[src/rtl/ttc_counter_lite28.sv]
// rtl/ttc_counter_lite28.sv - single timer-counter stage with interval, match, overflow and restart pulses
module ttc_counter_lite28 #(
    parameter int WIDTH = 16
) (
    input  logic             pclk28,
    input  logic             p_reset28,
    input  logic [WIDTH-1:0] pwdata28,
    input  logic             cntr_ctrl_reg_sel28,
    input  logic             interval_reg_sel28,
    input  logic [2:0]       match_reg_sel28,
    input  logic             count_en28,
    output logic [WIDTH-1:0] counter_val_out28,
    output logic [4:0]       cntr_ctrl_reg_out28,
    output logic [WIDTH-1:0] interval_reg_out28,
    output logic [WIDTH-1:0] match_1_reg_out28,
    output logic [WIDTH-1:0] match_2_reg_out28,
    output logic [WIDTH-1:0] match_3_reg_out28,
    output logic             interval_intr28,
    output logic [3:1]       match_intr28,
    output logic             overflow_intr28,
    output logic             restart28
);

    localparam logic [WIDTH-1:0] ALL_ONES = '1;

    // ctrl[4] (restart) is never stored; only bits [3:0] are held
    logic [3:0]       ctrl_q, ctrl_d;
    logic [WIDTH-1:0] counter_q, counter_d;
    logic [WIDTH-1:0] interval_q, interval_d;
    logic [WIDTH-1:0] match_1_q, match_1_d;
    logic [WIDTH-1:0] match_2_q, match_2_d;
    logic [WIDTH-1:0] match_3_q, match_3_d;
    logic             interval_intr_q, interval_intr_d;
    logic [3:1]       match_intr_q, match_intr_d;
    logic             overflow_intr_q, overflow_intr_d;
    logic             restart_q, restart_d;

    logic             restart_req;
    logic             tick;
    logic [WIDTH-1:0] cnt_next;
    logic             wrap_int;
    logic             wrap_ovf;
    logic [WIDTH-1:0] restart_val;

    always_comb begin
        cnt_next = counter_q;
        wrap_int = 1'b0;
        wrap_ovf = 1'b0;
        if (!ctrl_q[2]) begin
            if (ctrl_q[1] && counter_q == interval_q) begin
                cnt_next = '0;
                wrap_int = 1'b1;
            end else if (counter_q == ALL_ONES) begin
                cnt_next = '0;
                wrap_ovf = 1'b1;
            end else begin
                cnt_next = counter_q + 1'b1;
            end
        end else begin
            if (counter_q == '0 && ctrl_q[1]) begin
                cnt_next = interval_q;
                wrap_int = 1'b1;
            end else if (counter_q == '0) begin
                cnt_next = ALL_ONES;
                wrap_ovf = 1'b1;
            end else begin
                cnt_next = counter_q - 1'b1;
            end
        end
    end

    always_comb begin
        restart_req = cntr_ctrl_reg_sel28 & pwdata28[4];
        tick        = count_en28 & ~ctrl_q[0] & ~restart_req;

        // Restart direction follows the bits written alongside it
        if (!pwdata28[2])
            restart_val = '0;
        else if (pwdata28[1])
            restart_val = interval_q;
        else
            restart_val = ALL_ONES;

        ctrl_d     = cntr_ctrl_reg_sel28 ? pwdata28[3:0] : ctrl_q;
        interval_d = interval_reg_sel28 ? pwdata28 : interval_q;
        match_1_d  = match_reg_sel28[0] ? pwdata28 : match_1_q;
        match_2_d  = match_reg_sel28[1] ? pwdata28 : match_2_q;
        match_3_d  = match_reg_sel28[2] ? pwdata28 : match_3_q;

        counter_d = counter_q;
        if (restart_req)
            counter_d = restart_val;
        else if (tick)
            counter_d = cnt_next;

        interval_intr_d = tick & wrap_int;
        overflow_intr_d = tick & wrap_ovf;
        match_intr_d[1] = tick & ctrl_q[3] & (cnt_next == match_1_q);
        match_intr_d[2] = tick & ctrl_q[3] & (cnt_next == match_2_q);
        match_intr_d[3] = tick & ctrl_q[3] & (cnt_next == match_3_q);
        restart_d       = restart_req;
    end

    always_ff @(posedge pclk28 or posedge p_reset28) begin
        if (p_reset28) begin
            ctrl_q          <= 4'b0001;
            counter_q       <= '0;
            interval_q      <= '0;
            match_1_q       <= '0;
            match_2_q       <= '0;
            match_3_q       <= '0;
            interval_intr_q <= 1'b0;
            match_intr_q    <= '0;
            overflow_intr_q <= 1'b0;
            restart_q       <= 1'b0;
        end else begin
            ctrl_q          <= ctrl_d;
            counter_q       <= counter_d;
            interval_q      <= interval_d;
            match_1_q       <= match_1_d;
            match_2_q       <= match_2_d;
            match_3_q       <= match_3_d;
            interval_intr_q <= interval_intr_d;
            match_intr_q    <= match_intr_d;
            overflow_intr_q <= overflow_intr_d;
            restart_q       <= restart_d;
        end
    end

    assign counter_val_out28   = counter_q;
    assign cntr_ctrl_reg_out28 = {1'b0, ctrl_q};
    assign interval_reg_out28  = interval_q;
    assign match_1_reg_out28   = match_1_q;
    assign match_2_reg_out28   = match_2_q;
    assign match_3_reg_out28   = match_3_q;
    assign interval_intr28     = interval_intr_q;
    assign match_intr28        = match_intr_q;
    assign overflow_intr28     = overflow_intr_q;
    assign restart28           = restart_q;

endmodule

[config.mk]
export PLATFORM = sky130hd
export DESIGN_NAME = ttc_counter_lite28
export DESIGN_NICKNAME = d
export VERILOG_FILES = /design/src/rtl/ttc_counter_lite28.sv
export SDC_FILE = /design/constraint.sdc
export NUM_CORES = 1
export LEC_CHECK = 0
export BUFFER_PORTS_ARGS = -buffer_cell sky130_fd_sc_hd__buf_2
export CORE_MARGIN = 2
export CORE_UTILIZATION = 51
export DETAILED_ROUTE_END_ITERATION = 12
export PLACE_DENSITY_LB_ADDON = 0.12
export SYNTH_ARGS = -nofsm -noshare
export SYNTH_HDL_FRONTEND = slang
export SYNTH_SLANG_ARGS = --single-unit
[constraint.sdc]
create_clock -name pclk28 -period 2.95 [get_ports pclk28]
set_input_delay 0.295 -clock pclk28 [delete_from_list [all_inputs] [get_ports pclk28]]
set_output_delay 0.295 -clock pclk28 [all_outputs]
set_load 0.01 [all_outputs]
[Word level (Yosys, flattened, before mapping)]
Cells that the tools add are included.
Cells by class
  add/sub/neg operators: 2
  equal/unequal tests: 5
  muxes and demuxes: 17
  bitwise gates (word level): 11
  reduce and logical (&&, ||, !) cells: 4
Operators with widths (number)
  $mux 16: 9
  $eq 16x16->1: 4
  $add 16x1->16 const B: 1
  $eq 16x16->1 const B: 1
  $logic_not 16->1: 1
  $sub 16x1->16 const B: 1
  $and 1x1->1: 9
  $mux 1: 8
  $logic_and 1x1->1: 2
  $not 1->1: 2
  $reduce_bool 2->1: 1
Word-level totals
  bits in registers: 90
  input port bits: 24
  output and inout bits: 91
  logic and storage cells: 49

[Depth between registers and ports, before layout]
  depth after elaboration: 6
  mapped depth: 13
  depth with buffers taken out: 10

[Least setup slack after synthesis]
No wires, ideal clock.
  path kind: register to register
  from: register counter_q[0] (netlist: counter_val_out28[0])
  to: register match_intr_q (netlist bit match_intr28[1])
  setup time: 96 ps
  arrival: 3238 ps
  data required time: 2854 ps
  path slack: -384 ps
  cell stages (with the launch flop): 12
  buffers on the path: 1
  clock period less this slack: 3334 ps
  path through: dfrtp_1 clkbuf_1 inv_1 ha_1 nor3b_1 nand2_1 xnor2_1 a311oi_2 nor2_1 a221o_1 or4_1 nor4_2
On the way
  cells in the longest elaborated chain, start to end: 6
  elaborated cells on any way between the ends: 14
  classes of those cells: 2 x add/sub; 3 x eq/ne; 5 x mux; 1 x bitwise; 3 x reduce/logical
RTL lines
  start, declared: RTL line 28  | logic [WIDTH-1:0] counter_q, counter_d;
  start signal, assigned: RTL line 118  | counter_q <= counter_d;
  $add 16x1->16 (tied with other cells): RTL line 57  | cnt_next = counter_q + 1'b1;
  $mux 16 (tied with other cells): RTL line 53  | end else if (counter_q == ALL_ONES) begin
  $mux 16, on equally long branches: RTL line 50, 60
  $mux 16 *: RTL line 49  | if (!ctrl_q[2]) begin
  $eq 16x16->1 *: RTL line 98  | match_intr_d[1] = tick & ctrl_q[3] & (cnt_next == match_1_q);
  $and 1x1->1 *: RTL line 98
  net match_intr_d, one bit: RTL line 34  | logic [3:1] match_intr_q, match_intr_d;
  end signal, assigned: RTL line 124  | match_intr_q <= match_intr_d;
  end, declared: RTL line 34
The timed path passes the listed nets; every way through them passes the cells marked *.
A chain may end at the register's enable or synchronous reset.

[Worst setup path after layout]
  from: register counter_q[1] (netlist: counter_val_out28[1])
  to: register match_intr_q (netlist bit match_intr28[1])
Same word-level chain as after synthesis.

==> reports/results.txt <==
Synth Area in Compound Gates - 17.6%
clk sinks - 90
vias per cell - 6.30
vias in the first global route - 5927
Num CTS Buffers - 9
core area - 0.0113 sq mm
startpoint types - flip-flop
Slew @ Worst Pin - 0.783 ns
post-synthesis mux area share - 9.58%
failing checks - negative setup slack
Boundary Pins - 115
CTS Hold Bufs - 0
simple-gate area share of the yosys netlist - 16.8%
Area after DPL - 0.00710 sq mm
Rel. slew slack - 47.7%
DR DRC count - 0
Setup Skew - 0.0103 ns
total grt overflow - 0
Post-Place Cells - 911
largest area contributor in the netlist - dfrtp_1
Final Max Slew Viols - 0
number of enable flip-flop cells after synthesis - 0
synthesized instance count - 610
Cell Area, Synth - 0.00584 sq mm
setup_tns - -0.111 ns
Max Freq - 328 MHz
NumNets Final - 819
commonest cells in the netlist - 89 x dfrtp_1, 48 x nand2_1, 46 x mux2_2
die area - 0.0123 sq mm
Synth area leaders - dfrtp_1 38%, mux2_2 8.9%, xnor2_1 5.8%
Reg clk slew, reported paths - 0.07 ns
combinational share of power - 45.4%
Final Cell Area - 0.00780 sq mm
most common cell in the synthesized netlist - dfrtp_1
Wirelength per Cell - 23.2 microns
Crit Reg-Reg Endpoint - match_intr28[1]
Internal - 3.23 mW
Min-Delay Path Class - input pin to async pin
largest net degree at the start of global routing - 91
Final Hold Viols - 0
Post-Route WL - 21800 microns
Critical Path Fanout Max - 4
Tmin final - 3.05 ns
fin crit share - 103%
worst r2r path cells - 10
Hold Worst Slack - 0.0117 ns
switching part of the total - 38.5%
clock power share - 24.7%
main combinational cell family by area after synthesis - compound AO/OA/AOI/OAI gates
Core Util, Final - 69.2%
Final setup viols - 2
Synth Flop Type - dfrtp_1
Worst Path Arrival - 3.31 ns
first-pass GRT wire length - 33300 microns
CTS max path bufs - 2
number of diodes - 0
VDD IR-drop max - 0.000440 V
R2R setup slack - -0.10 ns
leakage - 3.47 nW
HPWL Detailed - 16400 microns
Root Buffer - clkbuf_16
result of the run - finished with violations
area delta synth->final - 33.5%
Clock Latency Late Sink - 0.35 ns
row cnt - 39
YS warnings - 0
GPL Wtd Cong - 1.01
sequential share of the synthesized area - 38.6%
ratio of cells with drive above 1 in the final layout - 42.8%
setup ws final - -0.103 ns
Die W - 111 microns
P_sw - 2.02 mW
routed vias - 5924
Distinct cells, synth - 76
FF-to-FF Start - counter_val_out28[1]
Flop pwr share - 29.8%
Total GRT Usage - 35.0%
max-capacitance violation count - 0
CP Capture Type - flip-flop
initial core utilization - 51.8%
initial antenna violation count - 0
Non-Filler Instances - 940
#FFs+latches synth - 90
DRT iter0 DRCs - 686
post-synthesis adder-cell area fraction - 0.643%
Place WS - -0.158 ns
Filler cells - 905
xor/xnor share of the synthesized area - 10.8%
Mapped Nets - 637
Die Y - 111 microns
Avg Inst Size Synth - 9.57 sq um
FFs w/ async S/R, synth - 100%
area share of the largest cell type after synthesis - 38.1%
htree depth - 3
CP required - 3.21 ns
first-pass iteration count of the detailed router - 6
CTS tree - yes
RSZ-0062 raised after global routing - yes
PD cells - 673 mW/mm^2
total power - 5.25 mW
I/O Buffers - 113
Final ANT Viol Nets - 0
Crit Path Category - flip-flop to flip-flop
what timing repair did:
action | in CTS | in global routing
setup endpoints to repair | 3 | 3
cloned | 1 | 0
pin swaps | 3 | 14
setup buffers | 6 | 6
gates resized for setup | 16 | 35
endpoints found under the hold margin | 0 | 0
cells in the final DEF (no fill, tap or decap), types with 7 or more instances in the layout:
| master | instances |
|---|---|
| xnor2_1 | 34 |
| mux2_2 | 46 |
| or3_1 | 8 |
| a21oi_1 | 34 |
| nand3_1 | 18 |
| o31ai_1 | 7 |
| nand2_1 | 48 |
| nor3_1 | 9 |
| buf_4 | 96 |
| xnor2_2 | 7 |
| o21ai_0 | 41 |
| buf_2 | 113 |
| nor4_1 | 7 |
| dfrtp_1 | 88 |
| nand4_1 | 16 |
| xor2_1 | 20 |
| clkbuf_16 | 9 |
| a221o_1 | 8 |
| inv_1 | 26 |
| nor2_1 | 22 |
registers in the layout (all words and copies together) (netlist names):
signal,count
counter_val_out28,16
ctrl_q,4
interval_intr28,1
interval_reg_out28,16
match_1_reg_out28,16
match_2_reg_out28,16
match_3_reg_out28,16
match_intr28,3
overflow_intr28,1
restart28,1
power by group through the flow:
stage | Combinational, mW | Clock, mW | Sequential [mW]
2_1_floorplan | 1.16 | 0 | 1.60
3_3_place_gp | 2.11 | 0 | 1.57
3_5_place_dp | 2.13 | 0 | 1.58
4_1_cts | 2.22 | 1.30 | 1.56
5_1_grt | 2.52 | 1.35 | 1.58
6_report | 2.39 | 1.30 | 1.57
metal layers:
| metal | vias to the layer above | global-route usage (%) | wire length, microns |
|---|---|---|---|
| met5 | - | 0 | 0 |
| met4 | 0 | 17.4 | 1020 |
| met3 | 86 | 6.12 | 1970 |
| met2 | 371 | 54.8 | 10100 |
| met1 | 2881 | 47.1 | 8730 |
| li1 | 2586 | - | - |
logic make-up after synthesis:
logic type / count (synthesis)
flip-flops: 90
other: 1
AND/OR/NAND/NOR: 175
AO/OA/AOI/OAI: 152
adder cells (fa/ha/maj): 3
multiplexers: 50
buffers and inverters: 75
XOR/XNOR: 64
critical path, cell delays in order (launching register included):
cell	delay [ns]
dfrtp_1	0.38
buf_4	0.15
ha_1	0.20
and3_2	0.26
nand3_2	0.08
mux2_1	0.37
a311oi_4	0.36
nor2_1	0.10
a221o_1	0.38
or4_4	0.54
nor4_4	0.13
cell type report:
type	count	area [sq um]	share of cell area (%)
Clock buffer	10	239	3.07
Clock inverter	6	93.8	1.20
Inverter	29	110	1.41
Multi-Input combinational cell	445	3520	45.1
Sequential cell	90	2250	28.9
Tap cell	143	179	2.29
Timing Repair Buffer	217	1400	18.0
how the worst max path moves through the flow:
stage,from,slack [ns],to,depth (start not counted)
3_5_place_dp,counter_val_out28[0],-0.16,match_intr28[1],10
2_1_floorplan,counter_val_out28[0],0.07,match_intr28[1],9
5_1_grt,counter_val_out28[0],-0.21,match_intr28[1],13
4_1_cts,counter_val_out28[0],-0.07,match_intr28[1],11
3_3_place_gp,counter_val_out28[0],-0.12,match_intr28[1],13
6_report,counter_val_out28[1],-0.10,match_intr28[1],10
Note: power is estimated with default switching activity, not from simulation.
